--- config.mk ---
export PLATFORM = sky130hd
export DESIGN_NAME = ppu_status_flat
export DESIGN_NICKNAME = d
export VERILOG_FILES = /design/src/rtl/ppu_status_if.sv /design/src/rtl/ppu_status.sv /design/src/flat_wrapper.sv
export SDC_FILE = /design/constraint.sdc
export NUM_CORES = 1
export LEC_CHECK = 0
export ABC_CLOCK_PERIOD_IN_PS = 1600
export BUFFER_PORTS_ARGS = -buffer_cell sky130_fd_sc_hd__buf_2
export CORE_UTILIZATION = 35
export CTS_CLUSTER_SIZE = 40
export DETAILED_ROUTE_END_ITERATION = 6
export GPL_TIMING_DRIVEN = 0
export PLACE_DENSITY = 0.64
export SLEW_MARGIN = 0
export SYNTH_ARGS = -nofsm -noshare
export SYNTH_HDL_FRONTEND = slang
export SYNTH_SLANG_ARGS = --single-unit
--- constraint.sdc ---
create_clock -name clk_in -period 1.6 [get_ports clk_in]
set_clock_uncertainty 0.2 [all_clocks]
set_input_delay 0.32 -clock clk_in [delete_from_list [all_inputs] [get_ports clk_in]]
set_output_delay 0.32 -clock clk_in [all_outputs]
set_load 0.02 [all_outputs]
--- src/rtl/ppu_status_if.sv ---
// PPU status bus: sprite-unit flag levels plus the CPU register port
// ($2000-$2007 select, strobe, data) and the $2002 read results.
interface ppu_status_if;
  logic       sp_over_in;
  logic       sp0_hit_in;
  logic [2:0] ri_sel_in;
  logic       ri_ncs_in;
  logic       ri_r_nw_in;
  logic [7:0] ri_d_in;
  logic [7:0] status_dout;
  logic       toggle_clr_out;

  modport master (
    output sp_over_in, sp0_hit_in, ri_sel_in, ri_ncs_in, ri_r_nw_in, ri_d_in,
    input  status_dout, toggle_clr_out
  );

  modport slave (
    input  sp_over_in, sp0_hit_in, ri_sel_in, ri_ncs_in, ri_r_nw_in, ri_d_in,
    output status_dout, toggle_clr_out
  );
endinterface

--- src/rtl/ppu_status.sv ---
// PPU dot/scanline timing and the PPUSTATUS ($2002) register: sticky sprite
// flags, the vblank flag with its read race, the scroll-toggle clear pulse
// and the active-low vblank NMI.
module ppu_status #(
  parameter int DOTS_PER_LINE   = 341,
  parameter int LINES_PER_FRAME = 262,
  parameter int VBL_LINE        = 241,
  parameter int PRE_LINE        = 261
) (
  input  logic              clk_in,
  input  logic              rst_in,
  ppu_status_if.slave       bus,
  output logic              nvbl_out,
  output logic              vblank_out,
  output logic [8:0]        dot_out,
  output logic [8:0]        scanline_out
);

  localparam logic [8:0] LAST_DOT  = 9'(DOTS_PER_LINE - 1);
  localparam logic [8:0] SKIP_DOT  = 9'(DOTS_PER_LINE - 2);
  localparam logic [8:0] LAST_LINE = 9'(LINES_PER_FRAME - 1);
  localparam logic [8:0] VBL_L     = 9'(VBL_LINE);
  localparam logic [8:0] PRE_L     = 9'(PRE_LINE);

  logic [8:0] dot_q, dot_d;
  logic [8:0] scanline_q, scanline_d;
  logic       odd_frame_q, odd_frame_d;
  logic       vblank_q, vblank_d;
  logic       sp0_q, sp0_d;
  logic       over_q, over_d;
  logic       nmi_en_q, nmi_en_d;
  logic       render_en_q, render_en_d;
  logic [4:0] open_bus_q, open_bus_d;
  logic [7:0] status_q, status_d;
  logic       toggle_clr_q, toggle_clr_d;
  logic       nvbl_q, nvbl_d;
  logic       ncs_prev_q, ncs_prev_d;

  logic strobe;
  logic wr_strobe;
  logic rd_status;
  logic vbl_set_cycle;
  logic pre_clr_cycle;
  logic vblank_eff;

  // Next-state logic: frame timing, register writes, $2002 read effects.
  always_comb begin
    dot_d        = dot_q;
    scanline_d   = scanline_q;
    odd_frame_d  = odd_frame_q;
    vblank_d     = vblank_q;
    sp0_d        = sp0_q;
    over_d       = over_q;
    nmi_en_d     = nmi_en_q;
    render_en_d  = render_en_q;
    open_bus_d   = open_bus_q;
    status_d     = status_q;
    toggle_clr_d = 1'b0;
    ncs_prev_d   = bus.ri_ncs_in;

    strobe        = ~bus.ri_ncs_in & ncs_prev_q;
    wr_strobe     = strobe & ~bus.ri_r_nw_in;
    rd_status     = strobe & bus.ri_r_nw_in & (bus.ri_sel_in == 3'd2);
    vbl_set_cycle = (scanline_q == VBL_L) && (dot_q == 9'd1);
    pre_clr_cycle = (scanline_q == PRE_L) && (dot_q == 9'd1);
    // A read landing on the set cycle sees vblank low and also blocks the set.
    vblank_eff    = vbl_set_cycle ? 1'b0 : vblank_q;

    if ((scanline_q == LAST_LINE) && (dot_q == SKIP_DOT) && render_en_q && odd_frame_q) begin
      dot_d       = 9'd0;
      scanline_d  = 9'd0;
      odd_frame_d = ~odd_frame_q;
    end else if (dot_q == LAST_DOT) begin
      dot_d = 9'd0;
      if (scanline_q == LAST_LINE) begin
        scanline_d  = 9'd0;
        odd_frame_d = ~odd_frame_q;
      end else begin
        scanline_d = scanline_q + 9'd1;
      end
    end else begin
      dot_d = dot_q + 9'd1;
    end

    if (rd_status || pre_clr_cycle) begin
      vblank_d = 1'b0;
    end else if (vbl_set_cycle) begin
      vblank_d = 1'b1;
    end

    if (pre_clr_cycle) begin
      sp0_d  = 1'b0;
      over_d = 1'b0;
    end else begin
      if (bus.sp0_hit_in) sp0_d = 1'b1;
      if (bus.sp_over_in) over_d = 1'b1;
    end

    if (wr_strobe) begin
      open_bus_d = bus.ri_d_in[4:0];
      if (bus.ri_sel_in == 3'd0) nmi_en_d = bus.ri_d_in[7];
      if (bus.ri_sel_in == 3'd1) render_en_d = bus.ri_d_in[3] | bus.ri_d_in[4];
    end

    if (rd_status) begin
      status_d     = {vblank_eff, sp0_q, over_q, open_bus_q};
      toggle_clr_d = 1'b1;
    end

    nvbl_d = ~(vblank_q & nmi_en_q);
  end

  // State registers with synchronous active-low reset.
  always_ff @(posedge clk_in) begin
    if (!rst_in) begin
      dot_q        <= 9'd0;
      scanline_q   <= 9'd0;
      odd_frame_q  <= 1'b0;
      vblank_q     <= 1'b0;
      sp0_q        <= 1'b0;
      over_q       <= 1'b0;
      nmi_en_q     <= 1'b0;
      render_en_q  <= 1'b0;
      open_bus_q   <= 5'd0;
      status_q     <= 8'd0;
      toggle_clr_q <= 1'b0;
      nvbl_q       <= 1'b1;
      ncs_prev_q   <= 1'b1;
    end else begin
      dot_q        <= dot_d;
      scanline_q   <= scanline_d;
      odd_frame_q  <= odd_frame_d;
      vblank_q     <= vblank_d;
      sp0_q        <= sp0_d;
      over_q       <= over_d;
      nmi_en_q     <= nmi_en_d;
      render_en_q  <= render_en_d;
      open_bus_q   <= open_bus_d;
      status_q     <= status_d;
      toggle_clr_q <= toggle_clr_d;
      nvbl_q       <= nvbl_d;
      ncs_prev_q   <= ncs_prev_d;
    end
  end

  assign bus.status_dout    = status_q;
  assign bus.toggle_clr_out = toggle_clr_q;
  assign nvbl_out           = nvbl_q;
  assign vblank_out         = vblank_q;
  assign dot_out            = dot_q;
  assign scanline_out       = scanline_q;

endmodule

--- src/flat_wrapper.sv ---
// flat-port wrapper written by rule: the top's interface ports become plain ports
module ppu_status_flat 
#(
  parameter int DOTS_PER_LINE   = 341,
  parameter int LINES_PER_FRAME = 262,
  parameter int VBL_LINE        = 241,
  parameter int PRE_LINE        = 261
)
  (clk_in, rst_in, nvbl_out, vblank_out, dot_out, scanline_out, bus_sp_over_in, bus_sp0_hit_in, bus_ri_sel_in, bus_ri_ncs_in, bus_ri_r_nw_in, bus_ri_d_in, bus_status_dout, bus_toggle_clr_out);
  ppu_status_if bus_i ();
  input  logic clk_in;
  input  logic rst_in;
  output logic nvbl_out;
  output logic vblank_out;
  output logic [8:0] dot_out;
  output logic [8:0] scanline_out;
  input wire logic [$bits(bus_i.sp_over_in)-1:0] bus_sp_over_in;
  input wire logic [$bits(bus_i.sp0_hit_in)-1:0] bus_sp0_hit_in;
  input wire logic [$bits(bus_i.ri_sel_in)-1:0] bus_ri_sel_in;
  input wire logic [$bits(bus_i.ri_ncs_in)-1:0] bus_ri_ncs_in;
  input wire logic [$bits(bus_i.ri_r_nw_in)-1:0] bus_ri_r_nw_in;
  input wire logic [$bits(bus_i.ri_d_in)-1:0] bus_ri_d_in;
  output wire logic [$bits(bus_i.status_dout)-1:0] bus_status_dout;
  output wire logic [$bits(bus_i.toggle_clr_out)-1:0] bus_toggle_clr_out;
  assign bus_i.sp_over_in = bus_sp_over_in;
  assign bus_i.sp0_hit_in = bus_sp0_hit_in;
  assign bus_i.ri_sel_in = bus_ri_sel_in;
  assign bus_i.ri_ncs_in = bus_ri_ncs_in;
  assign bus_i.ri_r_nw_in = bus_ri_r_nw_in;
  assign bus_i.ri_d_in = bus_ri_d_in;
  assign bus_status_dout = bus_i.status_dout;
  assign bus_toggle_clr_out = bus_i.toggle_clr_out;
  ppu_status #(.DOTS_PER_LINE(DOTS_PER_LINE), .LINES_PER_FRAME(LINES_PER_FRAME), .VBL_LINE(VBL_LINE), .PRE_LINE(PRE_LINE)) u_core (.clk_in(clk_in), .rst_in(rst_in), .bus(bus_i), .nvbl_out(nvbl_out), .vblank_out(vblank_out), .dot_out(dot_out), .scanline_out(scanline_out));
endmodule
==> flow_metrics.env <==
export IMPL_start_util_pct=36.84
export IMPL_final_hold_viol_count=0
export IMPL_synth_top_family_by_area="simple AND/OR/NAND/NOR gates"
export IMPL_ys_seq_elements=40
export IMPL_synth_cells=185
export IMPL_drv_cap=0
export IMPL_die_y_um=72.75
export IMPL_max_freq_ghz=0.5792
export IMPL_yosys_warnings=0
export IMPL_cellPowerDensity_mw_per_mm2=772.9
export IMPL_gp_congestion=0.7375
export IMPL_vias=1540
export IMPL_crit_arrival_ns=1.75
export IMPL_ir_drop_mv=0.5309
export IMPL_grt_usage_pct=15.55
export IMPL_synthMuxAreaShare_pct=7.429
export IMPL_synth_area_top_cells="dfxtp_1 46%, mux2i_1 7.4%, nor2_1 6.9%, xor2_1 4.0%, ha_1 3.6%"
export IMPL_ios=46
export IMPL_setup_viol=17
export IMPL_grt_max_degree=15
export IMPL_grt_antenna_before_repair=0
export IMPL_synth_edf_count=0
export IMPL_drc=0
export IMPL_worstMarginPinSlew_ns=0.4250
export IMPL_final_max_slew_violation_count=0
export IMPL_synth_ff_type="dfxtp_1"
export IMPL_post_dp_cell_area_mm2=0.002128
export IMPL_grt_pass1_vias=1356
export IMPL_rows=25
export IMPL_clock_sinks=40
export IMPL_coreArea_mm2=0.004755
export IMPL_synth_xor_area_share_pct=5.000
export IMPL_synth_most_common_cell="dfxtp_1"
export IMPL_yosysTopAreaCellShare_pct=45.71
export IMPL_num_antenna_cells=0
export IMPL_first_pass_iters=6
export IMPL_routedWlPerCell_um=12.64
export IMPL_finalWorstSetupSlack_ns=-0.1265
export IMPL_nets=269
export IMPL_synth_top_area_cell="dfxtp_1"
export IMPL_path_clk_slew_ns=0.08
export IMPL_avgSynthCellArea_um2=9.469
export IMPL_dr_first_iter_drc_count=90
export IMPL_grt_pass1_wl_um=6348
export IMPL_syn_nets=207
export IMPL_async_reset_ff_share_pct=0
export IMPL_area_growth_syn_to_layout_pct=37.29
export IMPL_slew_headroom_pct=71.67
export IMPL_synth_compound_area_share_pct=7.286
export IMPL_ys_types=43
export IMPL_cts_tree="yes"
export IMPL_yosys_top_cells_count="40 x dfxtp_1, 32 x nor2_1, 13 x mux2i_1"
export IMPL_hold_buffers=0
export IMPL_critPathCaptureType="register"
export IMPL_cts_made_buffers=5
export IMPL_design_area_mm2=0.002405
export IMPL_cpMaxStageDelayCell="or3_1"
export IMPL_insertion_delay_ns=0.29
export IMPL_regArea_um2=828.3
export IMPL_start_kind="register"
export IMPL_slowest_delay_ns=0.40
export IMPL_status="finished, violations left"
export IMPL_timing_final_crit_share_pct=107.9
export IMPL_synthSimpleGateAreaFrac_pct=28.07
export IMPL_min_period_ns=1.726
export IMPL_power_leakage_nw=0.9799
export IMPL_synth_fa_ha_area_share_pct=3.571
export IMPL_path_cells="inv_4 > ha_4 > and4bb_2 > nand4_1 > or3_1 > a21oi_1"
export IMPL_crit_fanout=3
export IMPL_die_width_um=72.75
export IMPL_min_path_type="in2reg"
export IMPL_cts_buffer_depth=2
export IMPL_cts_max_level=2
export IMPL_violations="negative setup slack"
export IMPL_die_area_mm2=0.005292
export IMPL_drt_antenna_violating_nets=0
export IMPL_rsz0062_at_grt="yes"
export IMPL_port_buffer_count=42
export IMPL_timing_setup_tns_ns=-1.654
export IMPL_drive_gt1_share_pct=42.34
export IMPL_dp_hpwl_um=2698
export IMPL_crit_required_ns=1.62
export IMPL_grt_ovfl_total=0
export IMPL_crit_type="reg2reg"
export IMPL_synth_seq_area_share_pct=45.71
export IMPL_via_per_inst=4.889
export IMPL_syn_area_mm2=0.001752
export IMPL_fin_util_pct=50.58
export IMPL_finalWirelength_um=3981
export IMPL_fillCellCount=468
export IMPL_clockRootBuffer="clkbuf_8"
export IMPL_multi_input_area_mm2=0.001015
-- what timing repair did --
action | in CTS | in global routing
cloned | 1 | 1
setup buffers | 10 | 1
pin swaps | 4 | 4
setup endpoints to repair | 23 | 32
gates resized for setup | 14 | 9
-- kinds of logic (layout without fill, tap and decap cells) --
| kind of cell | Yosys count | count (layout) |
|---|---|---|
| XOR/XNOR | 10 | 10 |
| AND/OR/NAND/NOR | 85 | 85 |
| adder cells (fa/ha/maj) | 5 | 5 |
| flip-flops | 40 | 40 |
| buffers and inverters | 12 | 74 |
| AO/OA/AOI/OAI | 20 | 21 |
| multiplexers | 13 | 13 |
-- path summary, 6_finish.rpt --
path	to	slack [ns]	cells past startpoint	start
worst max-delay path	u_core.odd_frame_q	-0.13	6	u_core.scanline_out[1]
worst min-delay path	u_core.over_q	0.03	3	bus_sp_over_in
worst max register to register	u_core.odd_frame_q	-0.13	6	u_core.scanline_out[1]
worst min register to register	u_core.nvbl_out	0.22	1	u_core.nmi_en_q
-- layer usage --
| layer | up-vias | GRT usage, % | part of all wire, % |
|---|---|---|---|
| li1 | 785 | - | - |
| met1 | 724 | 21.39 | 49 |
| met4 | 0 | 4.575 | 0.73 |
| met5 | - | 0 | 0 |
| met2 | 27 | 23.57 | 46 |
| met3 | 4 | 4.558 | 4.3 |
-- sequential cells by signal, summed over array words and instances (netlist names) --
register / cells
u_core.bus.status_dout: 8
u_core.bus.toggle_clr_out: 1
u_core.dot_out: 9
u_core.ncs_prev_q: 1
u_core.nmi_en_q: 1
u_core.nvbl_out: 1
u_core.odd_frame_q: 1
u_core.open_bus_q: 5
u_core.over_q: 1
u_core.render_en_q: 1
u_core.scanline_out: 9
u_core.sp0_q: 1
u_core.vblank_out: 1
-- worst max-delay path: cells and delay by family, from the launching register on --
| family | cells | cell delay (ns) |
|---|---|---|
| buffers and inverters | 1 | 0.05 |
| adders and majority gates | 1 | 0.12 |
| and+or+nand+nor | 3 | 0.81 |
| DFF | 1 | 0.35 |
| AOI/OAI and AO/OA | 1 | 0.13 |
-- final cells by class --
cell class              count  share of cell area, %
plain buffers               6                  1.821
clock buffers               5                  2.862
clock inverters             3                 0.8325
inverters                   6                  1.145
multi-input cells         134                  42.20
flip-flops and latches     40                  34.44
well taps                  67                  3.486
repair buffers             54                  13.22
-- layout by cell type, fill, tap and decap left out, drive strengths merged, types with 2 or more instances in the layout --
cell type / instances
nor4b: 3
xor2: 8
o31ai: 3
and2: 3
dfxtp: 40
and4: 2
clkbuf: 8
inv: 7
nand3: 13
o21ai: 6
xnor2: 2
nor4: 2
clkinv: 2
and3: 5
nand4: 5
nand2: 4
mux2i: 13
a21oi: 6
nor2: 32
or3: 5
buf: 57
or4: 2
a31oi: 3
nor3: 4
ha: 5
-- stage by stage --
stage          power [mW]  setup slack [ns]  std cells  hold WS (ns)
2_1_floorplan       1.136          -0.02620        185        0.1823
3_3_place_gp        1.183           -0.2127        294        0.2019
3_5_place_dp        1.184           -0.2267        294        0.2042
4_1_cts             1.876           -0.1237        313       0.02394
5_1_grt             1.952           -0.1925        315       0.02066
6_report            1.859           -0.1265        315       0.02912
-- power by group --
part	total [mW]	internal (mW)	switching [mW]
combinational	0.162	0.0755	0.0870
clock	0.670	0.310	0.360
sequential	1.03	1.01	0.0160
total	1.86	1.40	0.463
(Power assumes the default switching activity.)
